## src/rtl/led_panel_pkg.sv

```systemverilog
// Shared definitions for the LED panel scan path: sequencer states, blanking
// length and the bit positions of the two pixels packed in a framebuffer word.
package led_panel_pkg;

    typedef enum logic [3:0] {
        IDLE,
        SH_ADDR,
        SH_DATA,
        SH_CLK,
        LATCH,
        LATCH_WAIT,
        BLANK,
        ROW_SET,
        DISPLAY
    } scan_state_t;

    localparam int BLANK_CYCLES = 4;

    localparam int PIX_W  = 6;
    localparam int PIX_R1 = 5;
    localparam int PIX_G1 = 4;
    localparam int PIX_B1 = 3;
    localparam int PIX_R2 = 2;
    localparam int PIX_G2 = 1;
    localparam int PIX_B2 = 0;

endpackage

```

## src/rtl/led_scan_sequencer_if.sv

```systemverilog
// Pulse handshake between the scan sequencer and the latch/OE timing controller.
interface led_scan_sequencer_if;

    logic latch_cmd_start;
    logic delay_start;
    logic oe_enable;
    logic oe_disable;
    logic latch_done;
    logic delay_done;

    modport master (
        output latch_cmd_start, delay_start, oe_enable, oe_disable,
        input  latch_done, delay_done
    );

    modport slave (
        input  latch_cmd_start, delay_start, oe_enable, oe_disable,
        output latch_done, delay_done
    );

endinterface

```

## src/rtl/led_scan_sequencer.sv

```systemverilog
// Row scan sequencer for a HUB75-style panel: shifts one row, latches, blanks,
// switches the row address and displays. SCAN_ANTI_GHOST_EN stretches blanking.
module led_scan_sequencer
    import led_panel_pkg::*;
#(
    parameter int COLS = 64,
    parameter int ROWS = 16,
    localparam int COL_W = $clog2(COLS),
    localparam int ROW_W = $clog2(ROWS)
) (
    input  logic                   clk,
    input  logic                   rst,
    input  logic                   enable,
    output logic [ROW_W+COL_W-1:0] fb_addr,
    input  logic [PIX_W-1:0]       fb_rdata,
    output logic [PIX_W-1:0]       rgb,
    output logic                   sclk,
    output logic [ROW_W-1:0]       row_addr,
    output logic                   busy,
    output logic                   frame_done,
    led_scan_sequencer_if.master   tc
);

    scan_state_t      state, state_nxt;
    logic [COL_W-1:0] col;
    logic [ROW_W-1:0] shift_row;
    logic             col_last;
    logic             row_last;
    logic             blank_last;

`ifdef SCAN_ANTI_GHOST_EN
    localparam int BLK_W = $clog2(BLANK_CYCLES);
    logic [BLK_W-1:0] blank_cnt;

    assign blank_last = (blank_cnt == BLK_W'(BLANK_CYCLES - 1));
`else
    assign blank_last = 1'b1;
`endif

    assign col_last = (col == COL_W'(COLS - 1));
    assign row_last = (shift_row == ROW_W'(ROWS - 1));
    assign fb_addr  = {shift_row, col};

    always_ff @(posedge clk) begin
        if (rst) state <= IDLE;
        else     state <= state_nxt;
    end

    always_comb begin
        state_nxt          = state;
        sclk               = 1'b0;
        tc.latch_cmd_start = 1'b0;
        tc.delay_start     = 1'b0;
        tc.oe_enable       = 1'b0;
        tc.oe_disable      = 1'b0;
        busy               = (state != IDLE);
        frame_done         = 1'b0;
        case (state)
            IDLE:       if (enable) state_nxt = SH_ADDR;
            SH_ADDR:    state_nxt = SH_DATA;
            SH_DATA:    state_nxt = SH_CLK;
            SH_CLK: begin
                sclk      = 1'b1;
                state_nxt = col_last ? LATCH : SH_ADDR;
            end
            LATCH: begin
                tc.latch_cmd_start = 1'b1;
                state_nxt          = LATCH_WAIT;
            end
            LATCH_WAIT: if (tc.latch_done) state_nxt = BLANK;
            BLANK: begin
`ifdef SCAN_ANTI_GHOST_EN
                tc.oe_disable = (blank_cnt == '0);
`else
                tc.oe_disable = 1'b1;
`endif
                if (blank_last) state_nxt = ROW_SET;
            end
            ROW_SET: begin
                tc.oe_enable   = 1'b1;
                tc.delay_start = 1'b1;
                state_nxt      = DISPLAY;
            end
            DISPLAY: begin
                if (tc.delay_done) begin
                    frame_done = row_last;
                    state_nxt  = enable ? SH_ADDR : IDLE;
                end
            end
            default:    state_nxt = IDLE;
        endcase
    end

    // Row address only moves while OE is off: the last blank cycle with
    // anti-ghosting, otherwise the ROW_SET cycle right after oe_disable.
    always_ff @(posedge clk) begin
        if (rst) begin
            col       <= '0;
            shift_row <= '0;
            row_addr  <= '0;
            rgb       <= '0;
        end else begin
            case (state)
                IDLE:    col <= '0;
                SH_DATA: rgb <= fb_rdata;
                SH_CLK:  col <= col_last ? '0 : col + COL_W'(1);
                LATCH:   rgb <= '0;
`ifdef SCAN_ANTI_GHOST_EN
                BLANK:   if (blank_last) row_addr <= shift_row;
`else
                ROW_SET: row_addr <= shift_row;
`endif
                DISPLAY: begin
                    if (tc.delay_done)
                        shift_row <= row_last ? '0 : shift_row + ROW_W'(1);
                end
                default: ;
            endcase
        end
    end

`ifdef SCAN_ANTI_GHOST_EN
    always_ff @(posedge clk) begin
        if (rst)                         blank_cnt <= '0;
        else if (state == BLANK)         blank_cnt <= blank_last ? '0 : blank_cnt + BLK_W'(1);
        else                             blank_cnt <= '0;
    end
`endif

endmodule

```

## src/flat_wrapper.sv

```systemverilog
// flat-port wrapper written by rule: the top's interface ports become plain ports
module led_scan_sequencer_flat import led_panel_pkg::*;
#(
    parameter int COLS = 64,
    parameter int ROWS = 16,
    localparam int COL_W = $clog2(COLS),
    localparam int ROW_W = $clog2(ROWS)
)
  (clk, rst, enable, fb_addr, fb_rdata, rgb, sclk, row_addr, busy, frame_done, tc_latch_cmd_start, tc_delay_start, tc_oe_enable, tc_oe_disable, tc_latch_done, tc_delay_done);
  led_scan_sequencer_if tc_i ();
  input  logic clk;
  input  logic rst;
  input  logic enable;
  output logic [ROW_W+COL_W-1:0] fb_addr;
  input  logic [PIX_W-1:0] fb_rdata;
  output logic [PIX_W-1:0] rgb;
  output logic sclk;
  output logic [ROW_W-1:0] row_addr;
  output logic busy;
  output logic frame_done;
  output wire logic [$bits(tc_i.latch_cmd_start)-1:0] tc_latch_cmd_start;
  output wire logic [$bits(tc_i.delay_start)-1:0] tc_delay_start;
  output wire logic [$bits(tc_i.oe_enable)-1:0] tc_oe_enable;
  output wire logic [$bits(tc_i.oe_disable)-1:0] tc_oe_disable;
  input wire logic [$bits(tc_i.latch_done)-1:0] tc_latch_done;
  input wire logic [$bits(tc_i.delay_done)-1:0] tc_delay_done;
  assign tc_latch_cmd_start = tc_i.latch_cmd_start;
  assign tc_delay_start = tc_i.delay_start;
  assign tc_oe_enable = tc_i.oe_enable;
  assign tc_oe_disable = tc_i.oe_disable;
  assign tc_i.latch_done = tc_latch_done;
  assign tc_i.delay_done = tc_delay_done;
  led_scan_sequencer #(.COLS(COLS), .ROWS(ROWS)) u_core (.clk(clk), .rst(rst), .enable(enable), .fb_addr(fb_addr), .fb_rdata(fb_rdata), .rgb(rgb), .sclk(sclk), .row_addr(row_addr), .busy(busy), .frame_done(frame_done), .tc(tc_i));
endmodule
```

## config.mk

```make
export PLATFORM = sky130hd
export DESIGN_NAME = led_scan_sequencer_flat
export DESIGN_NICKNAME = d
export VERILOG_FILES = /design/src/rtl/led_panel_pkg.sv /design/src/rtl/led_scan_sequencer_if.sv /design/src/rtl/led_scan_sequencer.sv /design/src/flat_wrapper.sv
export SDC_FILE = /design/constraint.sdc
export NUM_CORES = 1
export LEC_CHECK = 0
export CAP_MARGIN = 20
export CORE_MARGIN = 10
export CORE_UTILIZATION = 35
export DETAILED_ROUTE_END_ITERATION = 12
export SETUP_SLACK_MARGIN = 0.05
export SYNTH_ARGS = -nofsm -noshare
export SYNTH_HDL_FRONTEND = slang
export SYNTH_SLANG_ARGS = --single-unit
```

## constraint.sdc

```tcl
create_clock -name clk -period 1.8 [get_ports clk]
set_clock_uncertainty 0.1 [all_clocks]
set_input_delay 0.27 -clock clk [delete_from_list [all_inputs] [get_ports clk]]
set_output_delay 0.27 -clock clk [all_outputs]
set_load 0.02 [all_outputs]
```

# Word level (Yosys, flattened, before mapping)
# Index checks and enable logic that the tools add are counted.
[totals]
ff_bits = 24
inputBits = 11
out_inout_bits = 27
[classes]
n_addsub = 2
n_eq_ne = 13
n_mux = 16
reduce_logical = 6
[ops]
columns = ["operator", "n"]
rows = [
  ["one-hot mux 4 bit (9 select lines)", 1],
  ["one-hot mux 6 bit (2 select lines)", 2],
  ["equality test 4 x 3 -> 1 bit (second input constant)", 4],
  ["2-to-1 mux 4 bit", 4],
  ["equality test 4 x 2 -> 1 bit (second input constant)", 2],
  ["equality test 4 bit (second input constant)", 2],
  ["2-to-1 mux 1 bit", 7],
  ["adder 6 x 1 -> 6 bit (second input constant)", 1],
  ["equality test 6 bit (second input constant)", 1],
  ["2-to-1 mux 6 bit", 1],
  ["inequality test 2 bit (second input constant)", 3],
  ["adder 4 x 1 -> 4 bit (second input constant)", 1],
  ["equality test 4 x 1 -> 1 bit (second input constant)", 1],
  ["logical NOT 4 bit", 1],
  ["nonzero test 2 bit", 2],
  ["nonzero test 4 bit", 1],
  ["2-to-1 mux 3 bit", 1],
  ["AND reduction 3 bit", 1],
  ["AND reduction 2 bit", 1],
]

# Longest topological paths before layout
# Gate-level depths: netlist (run 1).
[depth]
depth_word = 3
depth_mapped = 5
depth_no_buf = 5

# Worst setup path before layout (run 1)
# Ideal clock, no wire load.
[synth_path]
path_type = "reg2reg"
start = "register u_core.col[0]"
end = "register u_core.state[2]"
setup_ps = 86
arrival_time_ps = 1535
setup_slack_ps = 79
stages_incl_launch_ff = 6
synth_period_minus_slack_ps = 1721
path_cell_list = "dfxtp_1 > ha_1 > and3_1 > nand3_1 > or3_1 > a211oi_1"
[synth_via]
elab_chain_cells = 3
[synth_rtl]
columns = ["element", "line_no", "rtl"]
rows = [
  ["start, declared", "led_scan_sequencer.sv:25", "logic [COL_W-1:0] col;"],
  ["start signal, assigned", "led_scan_sequencer.sv:106", "SH_CLK: col <= col_last ? '0 : col + COL_W'(1);"],
  ["equality test 6 bit", "led_scan_sequencer.sv:40", "assign col_last = (col == COL_W'(COLS - 1));"],
  ["2-to-1 mux 3 bit", "led_scan_sequencer.sv:64", "state_nxt = col_last ? LATCH : SH_ADDR;"],
  ["one-hot mux 4 bit (9 select lines)", "led_scan_sequencer.sv:58", "case (state)"],
  ["end signal, assigned", "led_scan_sequencer.sv:46", "else state <= state_nxt;"],
  ["end, declared", "led_scan_sequencer.sv:24", "scan_state_t state, state_nxt;"],
]
# No other way between the ends.
# A chain may end at the register's enable or synchronous reset.

# Worst setup path in the final report (run 1)
[layout_path]
start = "register u_core.state[1]"
end = "output port frame_done"
[layout_via]
elab_chain_cells = 2
[layout_rtl]
columns = ["element", "line_no", "rtl"]
rows = [
  ["equality test 4 bit", "led_scan_sequencer.sv:58", ""],
  ["2-to-1 mux 1 bit", "led_scan_sequencer.sv:58", ""],
  ["end, declared", "flat_wrapper.sv:20", "output logic frame_done;"],
]
# No other way between the ends.

==> results of run 1 <==
==> state kept, by name, indices dropped and copies added, names as in the netlist <==
register and cells:
u_core.col 6, u_core.rgb 6, u_core.row_addr 4, u_core.shift_row 4, u_core.state 4
==> layout by cell type, fill, tap and decap left out, types with 4 or more instances in the layout <==
cell,instances
dfxtp_1,19
clkdlybuf4s50_1,21
nand3_1,6
nor2_1,16
a21oi_1,13
dlygate4sd2_1,8
mux2i_1,7
nand2_1,17
inv_1,4
buf_4,24
dfxtp_2,4
==> final timing paths <==
path,from,end,slack [ns]
worst max-delay path,u_core.state[1]$_SDFFE_PP0P_,frame_done,0.09
worst min-delay path,u_core.row_addr[3]$_SDFFE_PP0P_,u_core.row_addr[3]$_SDFFE_PP0P_,0.36
worst max register to register,u_core.col[1]$_SDFFE_PP0P_,u_core.state[2]$_SDFFE_PP0P_,0.14
worst min register to register,u_core.row_addr[3]$_SDFFE_PP0P_,u_core.row_addr[3]$_SDFFE_PP0P_,0.36
==> worst reg2reg max path: stages, from the launching register on <==
cell and delay (ns):
dfxtp_2 0.38, ha_1 0.18, and3_2 0.23, nand3_1 0.14
or3_1 0.37, a211oi_1 0.18
==> cells by family after synthesis <==
family                   count (synthesis)
flip-flops                              24
AND/OR/NAND/NOR                         66
multiplexers                             7
adder cells (fa/ha/maj)                  2
XOR/XNOR                                 2
buffers and inverters                   13
AO/OA/AOI/OAI                           25
==> metal layers <==
| layer | GRT usage, % | vias to the layer above | wire length [µm] |
|---|---|---|---|
| met2 | 16.4 | 22 | 1580 |
| met4 | 3.76 | 0 | 34 |
| met5 | 0 | - | 0 |
| met3 | 3.08 | 2 | 162 |
| li1 | - | 591 | - |
| met1 | 13.6 | 550 | 1440 |
==> synthesized netlist by cell type, types with 2 or more instances <==
master    instances  area share [%]
clkbuf_1          4             1.3
and3_1            2             1.1
a21oi_1          13             5.5
or3_1             3             1.6
a31oi_1           2             1.1
inv_1             4             1.3
mux2i_1           7             5.9
ha_1              2             2.1
nor3_1            4             1.7
nor4_1            2             1.1
buf_2             2            0.85
buf_4             3             1.9
nand3b_1          2             1.3
nand2b_1          3             1.6
nand3_1           6             2.5
o21ai_0           2            0.85
nand2_1          18             5.7
nand4b_1          2             1.5
nor2_1           17             5.4
a211oi_1          2             1.3
dfxtp_1          24              41
==> power groups by stage <==
stage	Sequential, µW	Clock (µW)	Combinational, µW
global placement	568	0	216
detailed placement	569	0	220
CTS	559	292	219
finish	557	282	222
global route	560	316	242
floorplan	578	0	119
==> area by class of cell <==
cell class | instances | area, µm²
clock buffer | 4 | 36.3
timing repair buffer | 58 | 499
fill | 343 | 1560
multi-input combinational | 102 | 652
tap | 46 | 57.6
sequential | 24 | 489
inverter | 4 | 15.0
==> through the flow <==
stage,instances,utilization [%],setup TNS (ns)
3_5_place_dp,231,51.3,-0.627
5_1_grt,238,52.8,-0.00271
6_report,238,52.8,0
3_3_place_gp,231,51.3,-0.586
2_1_floorplan,139,-,0
4_1_cts,235,51.5,0
==> timing repair <==
action / CTS / global route
pin swaps: 0 / 1
setup buffers: 0 / 3
gates cloned: 0 / 0
resized for setup: 40 / 12
setup endpoints to repair: 15 / 7
==> impl_metrics.csv, run 1 <==
group,metric,value,unit
clock_tree,root_buffer,"clkbuf_4",
setup_path,crit_path_end_kind,"output pin",
power_and_ir_drop,ir_drop,0.260,mV
power_and_ir_drop,power,1060,µW
setup_path,critPathLaunchType,"flop",
power_and_ir_drop,p_switching,284,µW
synthesis,synth_seq_cells,24,
power_and_ir_drop,p_leak,0.000728,µW
placement,placed_area,0.00170,mm²
placement,portBuffers,37,
clock_tree,cts_max_level,1,
die,die-area,0.00611,mm²
cells_and_area,n_antenna_cell,0,
clock_tree,clock_sink_count,24,
setup_path,reg2reg_depth,5,
clock_tree,numCtsBuffers,3,
die,start_util,35.8,%
synthesis,synth_flop_cell,"dfxtp_1",
setup_path,path_buf_inv,1,
timing,rsz0062_at_grt,"true",
clock_tree,worstSkewPairLatency,0.31,ns
flow_run,maxCapViolCount,0,
timing,layout_setup_ws,0.0873,ns
cells_and_area,nets,206,
placement,hpwlAfterDp,2420,µm
synthesis,synth_top_family_by_area,"simple AND/OR/NAND/NOR gates",
die,placementRows,21,
route,drt_pass1_iterations,4,
timing,hold_ws,0.364,ns
die,io_pins,38,
setup_path,slowest_stage,"dfxtp_2",
synthesis,synth_fa_ha_area_share,2.11,%
grt,antenna_found_initial,0,
grt,grt_max_degree,19,
timing,setup_violations,0,
die,die-height,78.2,µm
synthesis,syn_avg_cell_area,8.52,µm²
synthesis,synth_mux_area_share,5.92,%
setup_path,cp_cell_sequence,"nor4b_4 > nand2_2 > nor2_1 > buf_4",
setup_path,crit_type,"reg2out",
grt,grt_remaining_overflow,0,
grt,grt_pass1_wl,5460,µm
hold_path,holdPathStages,2,
route,drc,0,
die,die_x,78.2,µm
clock_tree,clk_pin_slew,0.13,ns
setup_path,max_stage_delay,0.37,ns
cells_and_area,drive_above_1_share,24.5,%
route,antenna_left,0,
synthesis,synthCells,139,
synthesis,synth.cell_area,0.00118,mm²
timing,final.period_utilization,95.2,%
route,totalWireLength,3210,µm
setup_path,worstPathRequired,1.43,ns
power_and_ir_drop,power.density,606,mW/mm²
outcome,outcome,"finished clean",
die,core-area,0.00331,mm²
synthesis,yosysWarnings,0,
synthesis,synth.distinct_cells,36,
synthesis,synth_edf_count,0,
placement,place_congestion,0.851,
route,drt_iter0_markers,74,
timing,slew-limit-headroom,72.3,%
synthesis,synth-xor-area-share,1.48,%
route,vias,1165,
hold_path,min_path_type,"reg2reg",
clock_tree,ctsHoldBuffers,0,
power_and_ir_drop,comb_power_share,20.9,%
timing,worst_pin_slew,0.414,ns
synthesis,synth_seq_area_share,40.6,%
power_and_ir_drop,p_clk_share,26.6,%
setup_path,worstPathArrival,1.34,ns
power_and_ir_drop,sw_frac_of_total,26.8,%
clock_tree,cts_buffer_depth,2,
synthesis,synthSimpleGateAreaFrac,31.7,%
grt,grt_pass1_vias,1147,
route,wire_per_inst,13.5,µm
timing,period_minus_slack,1.71,ns
route,vias_per_cell,4.89,
setup_path,crit_path_max_fanout,4,
clock_tree,cts_tree,"done",
timing,fmax,0.584,GHz
setup_path,critical_path.top_delay_family,"simple AND/OR/NAND/NOR gates",
cells_and_area,area_growth,47.8,%
timing,hold_viol_final,0,
power_and_ir_drop,power.internal,776,µW
timing,finalMaxSlewViolations,0,
cells_and_area,postLayoutCellArea,0.00175,mm²
synthesis,synthArstFlopShare,0,%
placement,dp_slack,-0.405,ns
synthesis,synth_compound_area_share,12.9,%
power_and_ir_drop,p_seq_share,52.5,%
grt,grt_usage,10.6,%
setup_path,cp.depth,4,
synthesis,synth_nets,152,
Power figures use the tool's default switching activity.
==> inputs of run 2 (changes only) <==
SLEW_MARGIN = 20   (was unset)
==> results of run 2 <==
No change in the layout: final DEF, timing and power equal those of run 1.
